===== src/rtl/servo_pwm_gen_pkg.sv =====
// Shared definitions for the servo PWM transmitter: FSM state encoding and
// default timing constants (also used by the servo input filter thresholds).
package servo_pwm_gen_pkg;

  typedef enum logic [1:0] {
    ST_IDLE = 2'd0,
    ST_HIGH = 2'd1,
    ST_LOW  = 2'd2
  } pwm_state_e;

  localparam int unsigned US_PER_S     = 1_000_000;
  localparam int unsigned DEF_CLK_HZ   = 50_000_000;
  localparam int unsigned DEF_FRAME_US = 20_000;
  localparam int unsigned DEF_MIN_US   = 1_000;
  localparam int unsigned DEF_MAX_US   = 2_000;
  localparam int unsigned DEF_POS_W    = 8;

endpackage


===== src/rtl/servo_us_tick.sv =====
// Microsecond prescaler: one-clock us_tick every CLK_HZ/1e6 clocks while en=1;
// held at zero while disabled so a frame always starts on a fresh microsecond.
module servo_us_tick
  import servo_pwm_gen_pkg::*;
#(
  parameter int unsigned CLK_HZ = DEF_CLK_HZ
) (
  input  logic clk,
  input  logic reset,
  input  logic en,
  output logic us_tick
);

  localparam int unsigned DIV   = CLK_HZ / US_PER_S;
  localparam int unsigned CNT_W = (DIV > 1) ? $clog2(DIV) : 1;
  localparam logic [CNT_W-1:0] LAST = CNT_W'(DIV - 1);

  logic [CNT_W-1:0] cnt_q;
  logic [CNT_W-1:0] cnt_d;

  always_comb begin
    cnt_d = cnt_q;
    if (!en || cnt_q == LAST) cnt_d = '0;
    else                      cnt_d = cnt_q + CNT_W'(1);
  end

  always_ff @(posedge clk or negedge reset) begin
    if (!reset) cnt_q <= '0;
    else        cnt_q <= cnt_d;
  end

  assign us_tick = en && (cnt_q == LAST);

endmodule


===== src/rtl/servo_pwm_gen.sv =====
// Servo PWM transmitter: one positive pulse per fixed frame, width linear in the
// commanded position; new positions take effect only at frame boundaries.
module servo_pwm_gen
  import servo_pwm_gen_pkg::*;
#(
  parameter int unsigned CLK_HZ   = DEF_CLK_HZ,
  parameter int unsigned FRAME_US = DEF_FRAME_US,
  parameter int unsigned MIN_US   = DEF_MIN_US,
  parameter int unsigned MAX_US   = DEF_MAX_US,
  parameter int unsigned POS_W    = DEF_POS_W
) (
  input  logic             clk,
  input  logic             reset,
  input  logic             enable,
  input  logic [POS_W-1:0] pos,
  input  logic             pos_valid,
  output logic             pos_ready,
  output logic             out,
  output logic             frame_start
);

  localparam int unsigned US_W   = $clog2(FRAME_US);
  localparam int unsigned SPAN   = MAX_US - MIN_US;
  localparam int unsigned PROD_W = POS_W + 11;
  localparam logic [US_W-1:0] FRAME_LAST = US_W'(FRAME_US - 1);
  localparam logic [US_W-1:0] WIDTH_RST  = US_W'(MIN_US + SPAN / 2);

  if ((CLK_HZ % US_PER_S) != 0 || CLK_HZ < US_PER_S) begin : g_bad_clk
    $error("servo_pwm_gen: CLK_HZ must be a non-zero multiple of 1 MHz");
  end
  if (MAX_US >= FRAME_US || MIN_US > MAX_US || SPAN > 2047) begin : g_bad_width
    $error("servo_pwm_gen: need MIN_US <= MAX_US < FRAME_US and span below 2048 us");
  end

  pwm_state_e       state_q, state_d;
  logic [US_W-1:0]  us_cnt_q, us_cnt_d;
  logic [US_W-1:0]  act_w_q, act_w_d;
  logic [US_W-1:0]  pend_w_q, pend_w_d;
  logic             pend_full_q, pend_full_d;
  logic             out_q, out_d;
  logic             frame_start_q, frame_start_d;

  logic             us_tick;
  logic             frame_end;
  logic             frame_go;
  logic             accept;
  logic [US_W-1:0]  act_last;
  logic [PROD_W-1:0] prod;
  logic [US_W-1:0]  new_w;

  servo_us_tick #(
    .CLK_HZ (CLK_HZ)
  ) u_tick (
    .clk     (clk),
    .reset   (reset),
    .en      (state_q != ST_IDLE),
    .us_tick (us_tick)
  );

  assign prod      = PROD_W'(pos) * PROD_W'(SPAN);
  assign new_w     = US_W'(MIN_US) + US_W'(prod >> POS_W);
  assign act_last  = act_w_q - US_W'(1);
  assign frame_end = us_tick && (us_cnt_q == FRAME_LAST);
  assign frame_go  = enable && ((state_q == ST_IDLE) || (state_q == ST_LOW && frame_end));
  assign accept    = pos_valid && !pend_full_q;

  // out follows the HIGH state one clock later, so frame_start leads the rising edge
  always_comb begin
    state_d       = state_q;
    us_cnt_d      = us_cnt_q;
    act_w_d       = act_w_q;
    pend_w_d      = pend_w_q;
    pend_full_d   = pend_full_q;
    frame_start_d = frame_go;
    out_d         = (state_q == ST_HIGH);

    if (state_q == ST_IDLE) us_cnt_d = '0;
    else if (us_tick)       us_cnt_d = frame_end ? '0 : us_cnt_q + US_W'(1);

    unique case (state_q)
      ST_IDLE: if (enable) state_d = ST_HIGH;
      ST_HIGH: if (us_tick && us_cnt_q == act_last) state_d = ST_LOW;
      ST_LOW:  if (frame_end) state_d = enable ? ST_HIGH : ST_IDLE;
      default: state_d = ST_IDLE;
    endcase

    if (frame_go && pend_full_q) begin
      act_w_d     = pend_w_q;
      pend_full_d = 1'b0;
    end
    if (accept) begin
      pend_w_d    = new_w;
      pend_full_d = 1'b1;
    end
  end

  always_ff @(posedge clk or negedge reset) begin
    if (!reset) begin
      state_q       <= ST_IDLE;
      us_cnt_q      <= '0;
      act_w_q       <= WIDTH_RST;
      pend_w_q      <= '0;
      pend_full_q   <= 1'b0;
      out_q         <= 1'b0;
      frame_start_q <= 1'b0;
    end else begin
      state_q       <= state_d;
      us_cnt_q      <= us_cnt_d;
      act_w_q       <= act_w_d;
      pend_w_q      <= pend_w_d;
      pend_full_q   <= pend_full_d;
      out_q         <= out_d;
      frame_start_q <= frame_start_d;
    end
  end

  assign pos_ready   = !pend_full_q;
  assign out         = out_q;
  assign frame_start = frame_start_q;

endmodule

===== config.mk =====
export PLATFORM = sky130hd
export DESIGN_NAME = servo_pwm_gen
export DESIGN_NICKNAME = d
export VERILOG_FILES = /design/src/rtl/servo_pwm_gen_pkg.sv /design/src/rtl/servo_us_tick.sv /design/src/rtl/servo_pwm_gen.sv
export SDC_FILE = /design/constraint.sdc
export NUM_CORES = 1
export LEC_CHECK = 0
export BUFFER_PORTS_ARGS = -buffer_cell sky130_fd_sc_hd__buf_2
export CAP_MARGIN = 20
export CORE_AREA = 2 2 81 99
export CTS_CLUSTER_DIAMETER = 120
export CTS_CLUSTER_SIZE = 8
export DETAILED_ROUTE_END_ITERATION = 12
export DIE_AREA = 0 0 83 101
export PLACE_DENSITY = 0.72
export SKIP_LAST_GASP = 1
export SYNTH_ARGS = -nofsm -noshare
export SYNTH_HDL_FRONTEND = slang
export SYNTH_SLANG_ARGS = --single-unit

===== constraint.sdc =====
create_clock -name clk -period 3 [get_ports clk]
set_input_delay 0.45 -clock clk [delete_from_list [all_inputs] [get_ports clk]]
set_output_delay 0.45 -clock clk [all_outputs]
set_load 0.01 [all_outputs]

## Yosys cells after proc, flatten, opt, wreduce, memory -nomap -nowiden

Cells that the tools add are included.

- Input port bits: 12
- Output and inout port bits: 3
- Register bits after elaboration: 56

- Muxes and demuxes: 11
- Eq/ne operators: 8
- Multiply operators: 1
- Reduce and logical (&&, ||, !) cells: 16
- Add/sub/neg operators: 4

Operators with widths:

| kind | number |
|---|---|
| two-way mux 15 bit | 3 |
| adder 15 x 1 -> 15 bit (second input constant) | 1 |
| equality test 15 bit | 1 |
| equality test 15 bit (second input constant) | 1 |
| multiplier 8 x 7 -> 15 bit (second input constant) | 1 |
| subtractor 15 x 1 -> 15 bit (second input constant) | 1 |
| adder 10 x 10 -> 11 bit (first input constant) | 1 |
| logical AND 1 bit | 7 |
| adder 6 x 1 -> 6 bit (second input constant) | 1 |
| equality test 6 bit (second input constant) | 1 |
| two-way mux 2 bit | 3 |
| two-way mux 6 bit | 1 |
| case mux 2 bit (3 select lines) | 1 |
| nonzero test 2 bit | 3 |
| inequality test 2 bit (second input constant) | 2 |
| two-way mux 1 bit | 3 |
| AND reduction 3 bit | 1 |
| equality test 2 x 1 -> 1 bit (second input constant) | 1 |
| equality test 2 bit (second input constant) | 1 |
| zero test 1 bit | 2 |
| zero test 2 bit | 1 |
| logical OR 1 bit | 2 |
| inequality test 2 x 1 -> 1 bit (second input constant) | 1 |

## Longest topological paths before layout

- Depth in word-level cells: 9
- Depth in mapped cells: 17

## Hierarchy

A second synthesis with hierarchy kept.

- Cells, all modules: 419
- Area total of the unflattened synthesis: 4003.8 µm²

By module, submodules not included:

| module | instances | area an instance (µm²) | seq. area each (µm²) | cells each |
|---|---|---|---|---|
| servo_pwm_gen | 1 | 3712.3 | 1059.8 | 391 |
| servo_us_tick | 1 | 291.5 | 150.1 | 28 |

## Worst setup path after synthesis

OpenSTA, ideal clock, no wires.

- Path type: input to register
- Start point: input pos[0]
- End point: register pend_w_q[7]
- Setup slack: -1.862 ns
- Stages on the path: 17
- Data required time: 2.871 ns
- Data arrival time: 4.732 ns
- Path buffers: 0
- Path through: fa_1 > xor2_1 > ha_1 > fa_1 > inv_1 > fa_1 > inv_1 > ha_1 > nor2_1 > a2111oi_2 > o21ai_0 > nor2b_1 > xnor2_1 > ha_1 > a21o_1 > o211a_1 > o41a_1

- Longest elaborated chain between the ends: 2

RTL lines:

| item | RTL line | source |
|---|---|---|
| start, declared | servo_pwm_gen.sv:15 | `input logic [POS_W-1:0] pos,` |
| multiplier 8 x 7 -> 15 bit | servo_pwm_gen.sv:60 | `assign prod = PROD_W'(pos) * PROD_W'(SPAN);` |
| adder 10 x 10 -> 11 bit | servo_pwm_gen.sv:61 | `assign new_w = US_W'(MIN_US) + US_W'(prod >> POS_W);` |
| end signal, assigned | servo_pwm_gen.sv:110 | `pend_w_q <= pend_w_d;` |
| end, declared | servo_pwm_gen.sv:38 | `logic [US_W-1:0] pend_w_q, pend_w_d;` |

Every way passes these cells.
A chain may end at the register's enable or synchronous reset.

## Worst setup path in the final report

Ends and elaborated chain as after synthesis.

==> flow_metrics.env <==
export IMPL_worstMarginPinSlew_ns=0.566
export IMPL_cts_num_sinks=48
export IMPL_avgSynthCellArea_um2=9.64
export IMPL_wl_per_cell_um=14.9
export IMPL_post_dp_hpwl_um=6610
export IMPL_place_area_um2=4730
export IMPL_path_delay_family="adder cells"
export IMPL_grt_pass1_vias=3383
export IMPL_ant_nets=0
export IMPL_post_place_ws_ns=-1.85
export IMPL_synth_warnings=0
export IMPL_rows=35
export IMPL_hp_class="primary input to async pin"
export IMPL_area_growth_syn_to_layout_pct=25.6
export IMPL_cp_required_ns=3.19
export IMPL_switching_share=0.401
export IMPL_m1WireLength_um=3490
export IMPL_clk_latency_ns=0.31
export IMPL_syn_area_um2=4060
export IMPL_cp_end_kind="flop"
export IMPL_drcViolationCount=0
export IMPL_setup_violations=10
export IMPL_fin_nets=568
export IMPL_seq_area_frac_synth=0.298
export IMPL_slowest_stage="fa_1"
export IMPL_synth_enable_flop_cells=0
export IMPL_status="finished, violations left"
export IMPL_grt_ovfl_total=0
export IMPL_finalNonFillerCells=588
export IMPL_wl_met2_um=5010
export IMPL_fmax_ghz=0.223
export IMPL_layout_setup_ws_ns=-1.49
export IMPL_critPathMaxStageDelay_ns=0.57
export IMPL_p_per_area_nw_per_um2=829
export IMPL_synth_cell_type_count=62
export IMPL_period_share=1.50
export IMPL_worstPathArrival_ns=4.68
export IMPL_numCtsBuffers=5
export IMPL_gp_congestion=0.867
export IMPL_netlist_instances=421
export IMPL_die_area_um2=8380
export IMPL_path_buf_inv=4
export IMPL_core_um2=7490
export IMPL_rsz0062_at_grt="true"
export IMPL_p_int_uw=2530
export IMPL_antenna_cells=0
export IMPL_ys_async_sr_fraction=1.00
export IMPL_grt_first_pass_wirelength_um=15100
export IMPL_crit_chain="buf_6 -> fa_1 -> xor2_1 -> ha_1 -> fa_1 -> inv_2 -> fa_1 -> inv_2 -> ha_4 -> buf_4 -> nor2_4 -> a2111oi_4 -> or3_1 -> and2_1 -> ha_2 -> a21o_1 -> o211a_1 -> o41a_1"
export IMPL_vias=3241
export IMPL_drt_first_pass_iters=4
export IMPL_synth_largest_area_cell="dfrtp_1"
export IMPL_ir_drop_mv=0.686
export IMPL_start_util=0.542
export IMPL_synth_top_area_share=0.253
export IMPL_grt_max_degree=49
export IMPL_top_layer_used="met4"
export IMPL_slew_violations=0
export IMPL_crit_type="primary input to flop"
export IMPL_pin_count=15
export IMPL_violations="negative setup slack"
export IMPL_fin_area_um2=5100
export IMPL_htreeDepth=2
export IMPL_setup_tns_ns=-9.87
export IMPL_postCtsHoldBufs=0
export IMPL_p_sw_uw=1700
export IMPL_io_buffers=14
export IMPL_drt_initial_drc_count=83
export IMPL_clockBufferDepth=2
export IMPL_antenna_found_initial=0
export IMPL_pwr_share_clk=0.091
export IMPL_yosys_top_cells_area="dfrtp_1, ha_1, fa_1"
export IMPL_wl_met3_um=136
export IMPL_setup_worst_path_start_class="primary input"
export IMPL_slew_headroom=0.619
export IMPL_cp_common_cell="fa_1"
export IMPL_ys_seq_elements=48
export IMPL_syn_num_nets=494
export IMPL_cts_tree="yes"
export IMPL_share_comb_of_total_power=0.733
export IMPL_clock_skew_ns=0.00543
export IMPL_cp_max_fo=4
export IMPL_p_leak_uw=0.00234
export IMPL_drv_cap=0
export IMPL_track_usage=0.219
export IMPL_dp_cells=575
export IMPL_drive_gt1_frac=0.302
export IMPL_viasPerCell=5.51
export IMPL_clk_pin_slew_ns=0.09
export IMPL_hold_viol=0
export IMPL_die_width_um=83
export IMPL_sequentialPowerShare=0.176
export IMPL_wl_um=8770
export IMPL_ys_flop_type="dfrtp_1"
export IMPL_post_route_min_period_ns=4.49
export IMPL_die_h_um=101
export IMPL_cts_root_buf="clkbuf_8"
-- synthesized netlist by cell type, types with 7 or more instances --
| cell | count |
|---|---|
| nor2_1 | 26 |
| nor3_1 | 10 |
| clkbuf_1 | 7 |
| nand3_1 | 9 |
| dfstp_2 | 7 |
| nand2_1 | 33 |
| mux2_4 | 9 |
| o21ai_0 | 29 |
| xor2_1 | 11 |
| xnor2_1 | 19 |
| inv_1 | 48 |
| nor2b_1 | 9 |
| fa_1 | 20 |
| ha_1 | 41 |
| dfrtp_1 | 41 |
| a21oi_1 | 7 |
-- metrics by stage --
stage               total power, µW  hold WS (ns)   util
floorplan                      2220         0.154      -
global placement               3070         0.458  0.632
detailed placement             3130         0.467  0.632
CTS                            3960         0.356  0.666
global route                   4550         0.129  0.681
finish                         4230        0.0847  0.681
-- sequential cells by signal, indices dropped and copies added (netlist names) --
signal,count
out,1
act_w_q,11
u_tick.cnt_q,6
pend_w_q,11
frame_start,1
pend_full_q,1
state_q,2
us_cnt_q,15
-- worst paths after layout --
path | from | to | slack (ns) | cells after the start
min in group clk | pos_valid | pend_full_q | 0.37 | 2
max in group asynchronous | reset | act_w_q[10] | 2.32 | 2
min reg2reg | pend_w_q[4] | pend_w_q[4] | 0.48 | 2
max reg2reg | us_cnt_q[7] | us_cnt_q[10] | 0.33 | 7
max | pos[0] | pend_w_q[7] | -1.49 | 18
min | reset | u_tick.cnt_q[2] | 0.08 | 1
-- cells by family (layout without fill, tap and decap cells) --
logic type | count (synthesis) | after routing | share of synthesized area
AND/OR/NAND/NOR | 127 | 127 | 0.167
AO/OA/AOI/OAI | 81 | 81 | 0.136
adder cells (fa/ha/maj) | 61 | 61 | 0.225
buffers and inverters | 57 | 132 | 0.0549
flip-flops | 48 | 48 | 0.298
XOR/XNOR | 30 | 30 | 0.0647
multiplexers | 17 | 17 | 0.0543
-- power groups by stage --
stage	Combinational, µW	Clock, µW	Sequential, µW
floorplan	1480	0	743
global placement	2320	0	754
detailed placement	2370	0	758
CTS	2830	387	745
global route	3390	413	751
finish	3100	387	744
-- placed cells by master (no fill, tap or decap), types with 3 or more instances in the layout --
master	count
nor2b_1	8
mux2_4	9
and2_1	3
o2111ai_1	3
nand2b_1	4
dfrtp_1	41
nand2_1	33
o21ai_1	4
xor2_1	11
o21ai_0	24
o21a_1	3
a21oi_1	3
or3_1	4
nand3_1	9
inv_2	5
o31ai_1	5
ha_1	31
nor2_1	25
nor4_1	5
mux2i_1	3
clkbuf_8	5
inv_1	42
a211oi_1	3
a21o_1	4
ha_4	9
nand4_1	4
buf_4	56
dfstp_2	7
xnor2_1	18
mux2_2	4
or4_1	3
buf_6	7
fa_1	19
nor3_1	8
buf_2	11
-- per-layer routing --
layer | vias to the layer above | global-route usage
li1 | 1615 | -
met1 | 1584 | 0.232
met2 | 34 | 0.451
met3 | 8 | 0.0205
met4 | 0 | 0.0694
met5 | - | 0
-- area by class of cell --
cell class	instances	area [µm²]
Clock buffer	6	72.6
Clock inverter	2	12.5
Fill cell	560	2390
Inverter	48	183
Multi-Input combinational cell	316	2920
Sequential cell	48	1210
Tap cell	92	115
Timing Repair Buffer	76	589
-- repair_timing --
item                       CTS  global route
buffers inserted             4             3
hold endpoints to repair     0             0
pin swaps                   22             6
gates resized for setup     30            13
setup endpoints to repair   10            10
No activity file was read; power rests on OpenSTA's default activity.
